### src/rtl/clk_ctrl_if.sv
// clk_ctrl_if: command inputs and clock-enable/status outputs of clk_ctrl
interface clk_ctrl_if;
  logic        run_req;
  logic        halt_req;
  logic        step_req;
  logic [1:0]  div_sel;
  logic        bkpt_hit;
  logic        cpu_en;
  logic        led_tick;
  logic [1:0]  state;
  logic        bkpt_flag;
  logic [31:0] cyc_cnt;
  modport master (
    output run_req, halt_req, step_req, div_sel, bkpt_hit,
    input  cpu_en, led_tick, state, bkpt_flag, cyc_cnt
  );
  modport slave (
    input  run_req, halt_req, step_req, div_sel, bkpt_hit,
    output cpu_en, led_tick, state, bkpt_flag, cyc_cnt
  );
endinterface

### src/rtl/clk_ctrl.sv
// clk_ctrl: run/halt/step CPU clock-enable generator with free-running display tick.
// Define CLK_CTRL_BKPT_EN to let bkpt_hit stop RUN and raise the sticky bkpt_flag.
module clk_ctrl #(
  parameter int unsigned DIV_N0 = 5000000,
  parameter int unsigned DIV_N1 = 500000,
  parameter int unsigned DIV_N2 = 50000,
  parameter int unsigned DIV_N3 = 2,
  parameter int unsigned LED_N  = 100000
) (
  input logic       clk_board,
  input logic       rst_n,
  clk_ctrl_if.slave bus
);
  typedef enum logic [1:0] {HALT = 2'b00, RUN = 2'b01, STEP = 2'b10} state_t;
  state_t      r_state, w_next;
  logic [31:0] r_div_cnt, r_led_cnt, r_cyc, w_n;
  logic [1:0]  r_div_sel;
  logic        r_en, r_led, w_brk, w_clr, w_wrap, w_en, w_led_wrap;
`ifdef CLK_CTRL_BKPT_EN
  logic        r_bkpt;
  assign w_brk = bus.bkpt_hit;
`else
  logic        w_unused_bkpt;
  assign w_unused_bkpt = bus.bkpt_hit;
  assign w_brk = 1'b0;
`endif
  always_comb begin
    w_n = (r_div_sel == 2'd0) ? 32'(DIV_N0)
        : (r_div_sel == 2'd1) ? 32'(DIV_N1)
        : (r_div_sel == 2'd2) ? 32'(DIV_N2)
        : 32'(DIV_N3);
    w_next = (r_state == HALT) ? (bus.step_req ? STEP : bus.run_req ? RUN : HALT)
           : (r_state == RUN)  ? ((bus.halt_req || w_brk) ? HALT : RUN)
           : HALT;
    w_clr = (w_next == RUN && r_state != RUN) || (bus.div_sel != r_div_sel);
    w_wrap = r_div_cnt == w_n - 32'd1;
    // a wrap on the edge that leaves RUN (or restarts the count) must not pulse
    w_en = (r_state == STEP) || (r_state == RUN && w_next == RUN && w_wrap && !w_clr);
    w_led_wrap = r_led_cnt == 32'(LED_N - 1);
  end
  always_ff @(posedge clk_board or negedge rst_n) begin
    if (!rst_n) begin
      r_state   <= HALT;
      r_div_cnt <= '0;
      r_led_cnt <= '0;
      r_cyc     <= '0;
      r_div_sel <= '0;
      r_en      <= 1'b0;
      r_led     <= 1'b0;
    end else begin
      r_state   <= w_next;
      r_div_cnt <= w_clr ? '0 : (r_state == RUN) ? (w_wrap ? '0 : r_div_cnt + 32'd1) : r_div_cnt;
      r_led_cnt <= w_led_wrap ? '0 : r_led_cnt + 32'd1;
      r_cyc     <= r_cyc + {31'd0, w_en};
      r_div_sel <= bus.div_sel;
      r_en      <= w_en;
      r_led     <= w_led_wrap;
    end
  end
`ifdef CLK_CTRL_BKPT_EN
  always_ff @(posedge clk_board or negedge rst_n) begin
    if (!rst_n) r_bkpt <= 1'b0;
    else if (r_state == RUN && w_brk) r_bkpt <= 1'b1;
    else if (r_state == HALT && w_next != HALT) r_bkpt <= 1'b0;
  end
  assign bus.bkpt_flag = r_bkpt;
`else
  assign bus.bkpt_flag = 1'b0;
`endif
  assign bus.cpu_en   = r_en;
  assign bus.led_tick = r_led;
  assign bus.state    = r_state;
  assign bus.cyc_cnt  = r_cyc;
endmodule

### src/flat_wrapper.sv
// flat-port wrapper written by rule: the top's interface ports become plain ports
module clk_ctrl_flat 
#(
  parameter int unsigned DIV_N0 = 5000000,
  parameter int unsigned DIV_N1 = 500000,
  parameter int unsigned DIV_N2 = 50000,
  parameter int unsigned DIV_N3 = 2,
  parameter int unsigned LED_N  = 100000
)
  (clk_board, rst_n, bus_run_req, bus_halt_req, bus_step_req, bus_div_sel, bus_bkpt_hit, bus_cpu_en, bus_led_tick, bus_state, bus_bkpt_flag, bus_cyc_cnt);
  clk_ctrl_if bus_i ();
  input logic clk_board;
  input logic rst_n;
  input wire logic [$bits(bus_i.run_req)-1:0] bus_run_req;
  input wire logic [$bits(bus_i.halt_req)-1:0] bus_halt_req;
  input wire logic [$bits(bus_i.step_req)-1:0] bus_step_req;
  input wire logic [$bits(bus_i.div_sel)-1:0] bus_div_sel;
  input wire logic [$bits(bus_i.bkpt_hit)-1:0] bus_bkpt_hit;
  output wire logic [$bits(bus_i.cpu_en)-1:0] bus_cpu_en;
  output wire logic [$bits(bus_i.led_tick)-1:0] bus_led_tick;
  output wire logic [$bits(bus_i.state)-1:0] bus_state;
  output wire logic [$bits(bus_i.bkpt_flag)-1:0] bus_bkpt_flag;
  output wire logic [$bits(bus_i.cyc_cnt)-1:0] bus_cyc_cnt;
  assign bus_i.run_req = bus_run_req;
  assign bus_i.halt_req = bus_halt_req;
  assign bus_i.step_req = bus_step_req;
  assign bus_i.div_sel = bus_div_sel;
  assign bus_i.bkpt_hit = bus_bkpt_hit;
  assign bus_cpu_en = bus_i.cpu_en;
  assign bus_led_tick = bus_i.led_tick;
  assign bus_state = bus_i.state;
  assign bus_bkpt_flag = bus_i.bkpt_flag;
  assign bus_cyc_cnt = bus_i.cyc_cnt;
  clk_ctrl #(.DIV_N0(DIV_N0), .DIV_N1(DIV_N1), .DIV_N2(DIV_N2), .DIV_N3(DIV_N3), .LED_N(LED_N)) u_core (.clk_board(clk_board), .rst_n(rst_n), .bus(bus_i));
endmodule
### config.mk
export PLATFORM = sky130hd
export DESIGN_NAME = clk_ctrl_flat
export DESIGN_NICKNAME = d
export VERILOG_FILES = /design/src/rtl/clk_ctrl_if.sv /design/src/rtl/clk_ctrl.sv /design/src/flat_wrapper.sv
export SDC_FILE = /design/constraint.sdc
export NUM_CORES = 1
export LEC_CHECK = 0
export BUFFER_PORTS_ARGS = -buffer_cell sky130_fd_sc_hd__buf_2
export CAP_MARGIN = 20
export CORE_MARGIN = 4
export CORE_UTILIZATION = 40
export DETAILED_ROUTE_END_ITERATION = 8
export SYNTH_ARGS = -nofsm -noshare
export SYNTH_HDL_FRONTEND = slang
export SYNTH_SLANG_ARGS = --single-unit
### constraint.sdc
create_clock -name clk_board -period 3.8 [get_ports clk_board]
set_input_delay 0.19 -clock clk_board [delete_from_list [all_inputs] [get_ports clk_board]]
set_output_delay 0.19 -clock clk_board [all_outputs]
set_load 0.1 [all_outputs]
After elaboration in Yosys (flattened, before gate mapping)
Cells that the tools add are included.
{ "totals": {"input_bits": 8, "ff_bits": 102, "wordCells": 42} }
{ "op_classes": {"reduce_logical": 10, "add_sub_neg": 4, "muxes": 12, "eq_ne": 9} }
{ "op_table": {"columns": ["cell", "n"], "rows": [
  ["two-way mux 32 bit", 6],
  ["adder 32 x 1 -> 32 bit (second input constant)", 2],
  ["adder 32 x 1 -> 32 bit", 1],
  ["equality test 32 x 17 -> 1 bit (second input constant)", 1],
  ["equality test 32 bit", 1],
  ["subtractor 32 x 1 -> 32 bit (second input constant)", 1],
  ["two-way mux 16 bit", 1],
  ["equality test 2 x 1 -> 1 bit (second input constant)", 3],
  ["two-way mux 2 bit", 3],
  ["equality test 2 bit (second input constant)", 2],
  ["logical AND 1 bit", 4],
  ["zero test 2 bit", 2],
  ["logical OR 1 bit", 2],
  ["two-way mux 1 bit", 2],
  ["!= test 2 x 1 -> 1 bit (second input constant)", 1],
  ["!= test 2 bit", 1],
  ["nonzero test 2 bit", 1],
  ["zero test 1 bit", 1]
]} }

Depth between registers and ports, before layout
Gate-level depths: netlist (run 1).
{ "logic_depth": {"depth_word": 10, "depth_mapped": 14, "ltp_nobuf": 14} }

Least setup slack after synthesis (run 1)
No wires, ideal clock.
{ "synth_path": {"path_type": "reg-to-reg", "start": "reg u_core.r_div_sel[0]", "end": "reg u_core.r_cyc[29], in the netlist u_core.bus.cyc_cnt[29]", "path_buffers": 0, "stages_incl_launch_ff": 14, "arrival_ns": 3.841, "setup_ns": 0.158, "required_ns": 3.642, "slack_ns": -0.199, "cell_sequence": "dfrtp_1 inv_1 ha_1 xor2_1 a2111oi_0 nand4_1 or4_1 mux2i_1 ha_1 nand3_1 or4_1 nor3_1 nand3_1 xnor2_1"} }
{ "synth_between": {"elab_chain_cells": 10} }
{ "synth_lines": {"columns": ["element", "line", "rtl"], "rows": [
  ["from (decl)", "clk_ctrl.sv:17", "logic [1:0] r_div_sel;"],
  ["from (signal assigned)", "clk_ctrl.sv:55", "r_div_sel <= bus.div_sel;"],
  ["equality test 2 bit", "clk_ctrl.sv:30", ": (r_div_sel == 2'd2) ? 32'(DIV_N2)"],
  ["two-way mux 16 bit", "clk_ctrl.sv:30", null],
  ["two-way mux 32 bit", "clk_ctrl.sv:29", ": (r_div_sel == 2'd1) ? 32'(DIV_N1)"],
  ["two-way mux 32 bit", "clk_ctrl.sv:28", "w_n = (r_div_sel == 2'd0) ? 32'(DIV_N0)"],
  ["subtractor 32 x 1 -> 32 bit", "clk_ctrl.sv:36", "w_wrap = r_div_cnt == w_n - 32'd1;"],
  ["equality test 32 bit", "clk_ctrl.sv:36", null],
  ["logical AND 1 bit", "clk_ctrl.sv:38", "w_en = (r_state == STEP) || (r_state == RUN && w_next == RUN && w_wrap && !w_clr);"],
  ["logical AND 1 bit *", "clk_ctrl.sv:38", null],
  ["logical OR 1 bit *", "clk_ctrl.sv:38", null],
  ["net u_core.w_en", "clk_ctrl.sv:18", "logic r_en, r_led, w_brk, w_clr, w_wrap, w_en, w_led_wrap;"],
  ["adder 32 x 1 -> 32 bit *", "clk_ctrl.sv:54", "r_cyc <= r_cyc + {31'd0, w_en};"],
  ["to (signal assigned)", "clk_ctrl.sv:54", null],
  ["to (decl)", "clk_ctrl.sv:16", "logic [31:0] r_div_cnt, r_led_cnt, r_cyc, w_n;"]
]} }
Mark *: on every way through the listed nets, which the timed path passes. The rest lies on a longest branch.
A chain may end at the register's enable or synchronous reset.

Worst setup path in the final report (run 1)
{ "layout_path": {"start": "reg u_core.r_div_sel[1]", "end": "reg u_core.r_cyc[28], in the netlist u_core.bus.cyc_cnt[28]"} }
The elaborated chain is that of the path after synthesis.

==> reports/metrics.csv, run 1 <==
stage,metric,value,unit
synth,synthAdderAreaFrac,2.44,%
synth,synth_compound_area_share,6.07,%
floorplan,rows,41,
synth,synth_top_area_share,49.7,%
synth,syn_avg_cell_area,10.3,um2
grt,grt_antenna_before_repair,0,
synth,yosysSeqAreaShare,49.7,%
synth,synth-async-reset-ratio,100,%
floorplan,initial_core_util,40.8,%
timing,hold_violations,0,
place,dpl.hpwl,7600,um
synth,yosys.cell_count.top_type,dfrtp_1,
critical_path,r2r_start,u_core.r_div_sel[1]$_DFF_PN0_,
floorplan,die_w,121,um
power,p_clk_share,35.0,%
critical_path,crit_slowest_cell,or4_4,
cells_and_area,final_nets,588,
grt,grt_pass1_vias,3812,
critical_path,path_class,register to register,
cells_and_area,fin_area,6160,um2
critical_path,start_kind,register,
clock_tree,cts.sinks,102,
power,powerDensity,398,nW/um2
critical_path,regToRegSetupSlack,50,ps
timing,tns,0,ps
place,io_buffer_count,42,
clock_tree,cts_tree,done,
floorplan,die_area,14700,um2
cells_and_area,diodes,0,
synth,synth_top_area_cell,dfrtp_1,
power,leakagePower,2.74,nW
clock_tree,cts.clk_slew.worst_paths,60,ps
run_status,status,"finished, final reports clean",
critical_path,worstPathRequired,4020,ps
cells_and_area,multi_input_area,2630,um2
synth,synth.top_cells.by_count,"dfrtp_1, xnor2_1, nand3_1, nand2_1, xor2_1",
routing,wl_per_cell,15.1,um
critical_path,reg2regPathDepth,16,
synth,synth_mux_area_share,0.195,%
synth,synth_cell_types,44,
timing,setup_violations,0,
synth,synth.net_count,515,
floorplan,ios,45,
cells_and_area,seq_area,2550,um2
routing,first_pass_iters,4,
clock_tree,clock_latency,340,ps
routing,wirelength,11300,um
timing,rsz0062_at_grt,yes,
grt,grt_pass1_wl,18900,um
critical_path,timing.rr.end,u_core.bus.cyc_cnt[28]$_DFF_PN0_,
synth,syn_inst,497,
power,p_seq_share,47.6,%
timing,max_freq,267,MHz
synth,yosysWarnings,0,
synth,synth_simple_gate_area_share,24.2,%
critical_path,critical_path_buf_inv_count,3,
cells_and_area,fillers,1158,
routing,ant_nets,0,
job,maxCapViolations,0,
clock_tree,numCtsBuffers,9,
synth,synth_top_family_by_area,simple AND/OR/NAND/NOR gates,
grt,grt_max_degree,71,
grt,grt_overflow,0,
critical_path,cp_top_family,simple AND/OR/NAND/NOR gates,
power,swShare,31.7,%
timing,relSlewSlack,21.8,%
hold_path,min_path_cells,2,
power,peakVddDrop,0.214,mV
synth,synthXorXnorAreaFrac,15.9,%
synth,synth_edf_count,0,
synth,ys_top_cells_by_area,"dfrtp_1, xnor2_1, xor2_1",
power,p_switching,0.776,mW
cells_and_area,drive_gt1_share,19.9,%
clock_tree,cts_buffer_depth,2,
critical_path,critPathLaunch,u_core.r_div_sel[1]$_DFF_PN0_,
place,place.gp.congestion,0.815,
timing,maxSlewViolCount,0,
place,placed_area,5670,um2
timing,period_needed,3750,ps
timing,fin_skew,7.36,ps
critical_path,cp.arrival,3970,ps
synth,ys_ff_latch,102,
routing,drt-initial-drc-count,277,
grt,grt_use_total,15.9,%
critical_path,cp_cell_sequence,inv_4 -> ha_1 -> buf_4 -> and3_1 -> o22ai_1 -> a211o_1 -> or4_1 -> mux2i_1 -> ha_2 -> ha_4 -> nand2_2 -> or4_4 -> nor3_4 -> buf_6 -> nand2_4 -> xnor2_2,
floorplan,fp.dieH,121,um
clock_tree,htree_levels,3,
routing,route.detailed.drc,0,
critical_path,endpoint,u_core.bus.cyc_cnt[28]$_DFF_PN0_,
synth,synth_ff_type,dfrtp_1,
floorplan,coreArea,12600,um2
critical_path,max_stage_delay,550,ps
synth,syn_area,5130,um2
critical_path,worst-path-stages,16,
critical_path,critPathCaptureType,register,
timing,post-route-period-util,98.6,%
cells_and_area,area_growth,20.1,%
critical_path,crit_fanout,5,
routing,via_per_inst,5.37,
hold_path,hp-class,input pin to register,
power,p_int,1.67,mW
timing,worst_pin_slew,1160,ps
routing,vias,4009,
clock_tree,cts_root_buffer,clkbuf_16,
power,p_comb_share,17.4,%
logic make-up (layout without fill, tap and decap cells):
kind of cell | count (synthesis) | in the layout
simple gates | 229 | 229
flops | 102 | 102
xor+xnor | 93 | 93
compound gates | 43 | 43
buf+inv | 18 | 95
fa+ha+maj | 10 | 10
other cells | 1 | 1
mux | 1 | 1
power by group through the flow:
| stage | clock network (mW) | logic (mW) | registers (mW) |
|---|---|---|---|
| 2_1_floorplan | 0 | 0.0820 | 1.41 |
| 3_3_place_gp | 0 | 0.409 | 1.18 |
| 3_5_place_dp | 0 | 0.412 | 1.18 |
| 4_1_cts | 0.888 | 0.418 | 1.16 |
| 5_1_grt | 0.938 | 0.450 | 1.17 |
| 6_report | 0.857 | 0.426 | 1.17 |
layout by cell type (no fill, tap or decap), drive strengths merged, types with 15 or more instances in the layout:
master,netlist,final
nor2,25,25
nand4,18,18
xnor2,56,56
nand2,40,40
nand3,41,41
and3,15,15
nor3,36,36
dfrtp,102,102
buf,1,70
xor2,37,37
metal layers:
metal  global-route usage (%)  wire length [um]
met1                     22.2              5360
met4                     6.51               170
met3                     2.42               381
met2                     24.7              5370
met5                        0                 0
worst min path at each step:
stage / from / to / slack, ps
global placement: bus_div_sel[0] / u_core.r_div_sel[0]$_DFF_PN0_ / 350
floorplan: rst_n / u_core.bus.cpu_en$_DFF_PN0_ / -110
finish: bus_step_req / u_core.bus.state[1]$_DFF_PN0_ / 110
CTS: bus_step_req / u_core.bus.state[1]$_DFF_PN0_ / 100
detailed placement: bus_div_sel[0] / u_core.r_div_sel[0]$_DFF_PN0_ / 350
global route: bus_step_req / u_core.bus.state[1]$_DFF_PN0_ / 110
sequential cells by signal, indices dropped and copies added, names as in the netlist:
name / cells
u_core.bus.cyc_cnt: 32
u_core.r_div_cnt: 32
u_core.r_led_cnt: 32
u_core.bus.state: 2
u_core.r_div_sel: 2
u_core.bus.cpu_en: 1
u_core.bus.led_tick: 1
final cells by class:
cell class / instances / area share (%)
Multi-Input combinational cell: 377 / 42.7
Tap cell: 172 / 3.49
Sequential cell: 102 / 41.5
Timing Repair Buffer: 73 / 7.41
Clock inverter: 3 / 0.325
Inverter: 7 / 0.467
Clock buffer: 12 / 4.16
metrics by stage:
stage | instances | utilization, % | total power [mW] | hold slack (ps) | setup WS, ps
final | 746 | 49.0 | 2.45 | 114 | 54.8
after global routing | 746 | 49.0 | 2.56 | 114 | -131
after CTS | 740 | 47.8 | 2.47 | 104 | 24.9
after detailed placement | 720 | 45.1 | 1.60 | 350 | -37.3
after global placement | 719 | 45.1 | 1.59 | 349 | 25.3
after floorplan | 497 | - | 1.49 | -106 | 41.8
repair_timing:
| item | CTS | global route |
|---|---|---|
| hold buffers | 3 | 0 |
| setup buffers | 2 | 6 |
| hold endpoints to repair | 11 | 0 |
| gates cloned | 0 | 0 |
| resized for setup | 3 | 26 |
| endpoints found under the setup margin | 11 | 20 |
| pin swaps | 1 | 11 |
Note: power is estimated with default switching activity, not from simulation.
==> run 2, diff against run 1 <==
--- a/config.mk
+++ b/config.mk
@@ -7,9 +7,12 @@
 export LEC_CHECK = 0
 export BUFFER_PORTS_ARGS = -buffer_cell sky130_fd_sc_hd__buf_2
 export CAP_MARGIN = 20
+export CELL_PAD_IN_SITES_DETAIL_PLACEMENT = 1
+export CELL_PAD_IN_SITES_GLOBAL_PLACEMENT = 2
 export CORE_MARGIN = 4
-export CORE_UTILIZATION = 40
+export CORE_UTILIZATION = 35
 export DETAILED_ROUTE_END_ITERATION = 8
+export PLACE_DENSITY_LB_ADDON = 0.1
 export SYNTH_ARGS = -nofsm -noshare
 export SYNTH_HDL_FRONTEND = slang
 export SYNTH_SLANG_ARGS = --single-unit
==> run 2 against run 1 <==
Effect of this change: sequential share of layout area decreased by 0.76 points; sequential power barely moved; worst setup slack better by 84 ps; die area is 13% higher; final cell count up 2.4%; register-to-register slack better by 80 ps; highest routed layer unchanged.
==> reports/metrics.csv, run 2 (synthesis results as in run 1) <==
stage,metric,value,unit,change
floorplan,rows,43,,was 41
cells_and_area,final_common_cell,dfrtp_1,,unchanged
timing,tns,0,ps,unchanged
timing,hold_slack,11.8,ps,was 114 ps
critical_path,critPathCaptureType,register,,unchanged
hold_path,min_to,u_core.r_div_sel[0]$_DFF_PN0_,,was u_core.bus.state[1]$_DFF_PN0_
power,leakagePower,2.77,nW,was 2.74 nW
critical_path,max_stage_delay,540,ps,was 550 ps
power,p_int,1.66,mW,was 1.67 mW
critical_path,worstPathRequired,4030,ps,was 4020 ps
timing,relSlewSlack,49.1,%,was 21.8%
cells_and_area,drive_gt1_share,21.4,%,was 19.9%
place,place.gp.congestion,0.754,,was 0.815
critical_path,cp_top_family,simple AND/OR/NAND/NOR gates,,unchanged
power,p_switching,0.838,mW,was 0.776 mW
routing,wirelength,12700,um,"was 11,300 um"
power,total_power,2.50,mW,was 2.45 mW
clock_tree,cts.clk_slew.worst_paths,70,ps,was 60 ps
grt,grt_max_degree,77,,was 71
routing,via_per_inst,5.32,,was 5.37
critical_path,crit_slowest_cell,or4_4,,unchanged
job,maxCapViolations,0,,unchanged
floorplan,initial_core_util,36.4,%,was 40.8%
timing,fin_skew,7.08,ps,was 7.36 ps
grt,grt_overflow,0,,unchanged
power,peakVddDrop,0.287,mV,was 0.214 mV
critical_path,start_kind,register,,unchanged
power,p_comb_share,18.0,%,was 17.4%
critical_path,critical_path_buf_inv_count,2,,was 3
hold_path,hp-class,input pin to register,,unchanged
critical_path,regToRegSetupSlack,140,ps,was 50 ps
critical_path,cp_cell_sequence,buf_6 -> ha_4 -> buf_6 -> nor2b_1 -> o21ai_1 -> a211o_1 -> or4_4 -> mux2i_2 -> ha_2 -> ha_4 -> nand2_1 -> or4_4 -> nor3_1 -> nand3_1 -> xnor2_1,,was inv_4 -> ha_1 -> buf_4 -> and3_1 -> o22ai_1 -> a211o_1 -> or4_1 -> mux2i_1 -> ha_2 -> ha_4 -> nand2_2 -> or4_4 -> nor3_4 -> buf_6 -> nand2_4 -> xnor2_2
place,dp_cells,740,,was 720
critical_path,crit_fanout,4,,was 5
routing,route.detailed.drc,0,,unchanged
routing,first_pass_iters,6,,was 4
cells_and_area,final_cell_mix,"dfrtp_1, xnor2_1, nand3_1, buf_2, nand2_1",,"was dfrtp_1, xnor2_1, buf_2"
grt,grt_pass1_wl,21900,um,"was 18,900 um"
critical_path,timing.rr.end,u_core.bus.cyc_cnt[18]$_DFF_PN0_,,was u_core.bus.cyc_cnt[28]$_DFF_PN0_
place,io_buffer_count,42,,unchanged
clock_tree,cts.sinks,102,,unchanged
run_status,status,"finished, final reports clean",,unchanged
critical_path,reg2regPathDepth,15,,was 16
clock_tree,cts_tree,done,,unchanged
floorplan,coreArea,14100,um2,"was 12,600 um2"
clock_tree,cts_root_buffer,clkbuf_16,,unchanged
power,p_seq_share,46.6,%,was 47.6%
grt,grt_antenna_before_repair,0,,unchanged
clock_tree,htree_levels,3,,unchanged
clock_tree,cts_buffer_depth,2,,unchanged
floorplan,die_w,129,um,was 121 um
timing,worst_pin_slew,756,ps,was 1160 ps
critical_path,path_class,register to register,,unchanged
routing,wl_per_cell,16.7,um,was 15.1 um
grt,grt_pass1_vias,4332,,"was 3,812"
power,powerDensity,399,nW/um2,was 398 nW/um2
routing,vias,4066,,"was 4,009"
hold_path,min_path_cells,1,,was 2
timing,post-route-period-util,96.3,%,was 98.6%
power,p_clk_share,35.5,%,was 35.0%
timing,hold_violations,0,,unchanged
timing,rsz0062_at_grt,yes,,unchanged
timing,period_needed,3660,ps,was 3750 ps
floorplan,die_area,16700,um2,"was 14,700 um2"
floorplan,fp.dieH,129,um,was 121 um
timing,maxSlewViolCount,0,,unchanged
timing,setup_violations,0,,unchanged
floorplan,ios,45,,unchanged
cells_and_area,final_nets,597,,was 588
cells_and_area,area_growth,22.3,%,was 20.1%
clock_tree,clock_latency,350,ps,was 340 ps
critical_path,cp.arrival,3890,ps,was 3970 ps
grt,grt_use_total,16.2,%,was 15.9%
routing,ant_nets,0,,unchanged
hold_path,hold_start,bus_div_sel[0],,was bus_step_req
place,dpl.hpwl,9040,um,was 7600 um
timing,max_freq,273,MHz,was 267 MHz
clock_tree,numCtsBuffers,9,,unchanged
cells_and_area,final_cells,764,,was 746
critical_path,r2r_start,u_core.r_div_sel[0]$_DFF_PN0_,,was u_core.r_div_sel[1]$_DFF_PN0_
cells_and_area,diodes,0,,unchanged
routing,drt-initial-drc-count,149,,was 277
power,swShare,33.5,%,was 31.7%
==> run 2: changes by cell type in the layout (fill, tap and decap cells not counted), sizes merged <==
cell,change
dlygate4sd3,-2
clkbuf,-3
inv,+3
buf,+11
clkinv,+1
==> run 2: metrics by stage <==
| step | setup slack (ps) | utilization (%) | instance area (um2) |
|---|---|---|---|
| after floorplan | 41.8 | - | 5140 |
| after global placement | -44.9 | 41.0 | 5780 |
| after detailed placement | -60.0 | 41.0 | 5780 |
| after CTS | 23.2 | 43.1 | 6070 |
| after global routing | -78.8 | 44.5 | 6270 |
| final | 139 | 44.5 | 6270 |
==> run 2: per-layer routing <==
metal  part of all wire (%)  track usage (%)  vias up
li1                       -                -     1960
met1                     49             22.5     2032
met2                     46             26.3       61
met3                    3.3             2.23       13
met4                    1.5             5.44        0
met5                      0                0        -
==> run 2: how the worst max path moves through the flow <==
stage | from | endpoint | cells after the start
6_report | u_core.r_div_sel[0]$_DFF_PN0_ | u_core.bus.cyc_cnt[18]$_DFF_PN0_ | 15
5_1_grt | u_core.r_div_sel[0]$_DFF_PN0_ | u_core.bus.cyc_cnt[28]$_DFF_PN0_ | 16
4_1_cts | u_core.r_div_sel[0]$_DFF_PN0_ | u_core.bus.cyc_cnt[29]$_DFF_PN0_ | 14
3_5_place_dp | u_core.r_div_sel[0]$_DFF_PN0_ | u_core.bus.cyc_cnt[26]$_DFF_PN0_ | 15
3_3_place_gp | u_core.r_div_sel[0]$_DFF_PN0_ | u_core.bus.cyc_cnt[28]$_DFF_PN0_ | 15
2_1_floorplan | u_core.r_div_sel[1]$_DFF_PN0_ | u_core.bus.cyc_cnt[29]$_DFF_PN0_ | 13
==> run 2: cell type report <==
type / count / area, um2
repair buffers: 82 / 547
flip-flops and latches: 102 / 2550
multi-input cells: 377 / 2640
inverters: 7 / 26.3
clock inverters: 7 / 56.3
well taps: 180 / 225
fillers: 1563 / 7820
clock buffers: 9 / 225
==> run 2: timing repair <==
item,in CTS,in global routing
gates resized for setup,3,26
pin swaps,0,10
hold buffers,0,1
endpoints found under the hold margin,0,32
endpoints found under the setup margin,11,22
buffers inserted,0,7
==> run 2: power groups by stage <==
stage / Sequential (mW) / Clock [mW] / Combinational, mW
detailed placement: 1.18 / 0 / 0.430
floorplan: 1.41 / 0 / 0.0820
global route: 1.17 / 0.968 / 0.476
CTS: 1.16 / 0.926 / 0.432
global placement: 1.18 / 0 / 0.424
finish: 1.16 / 0.888 / 0.449
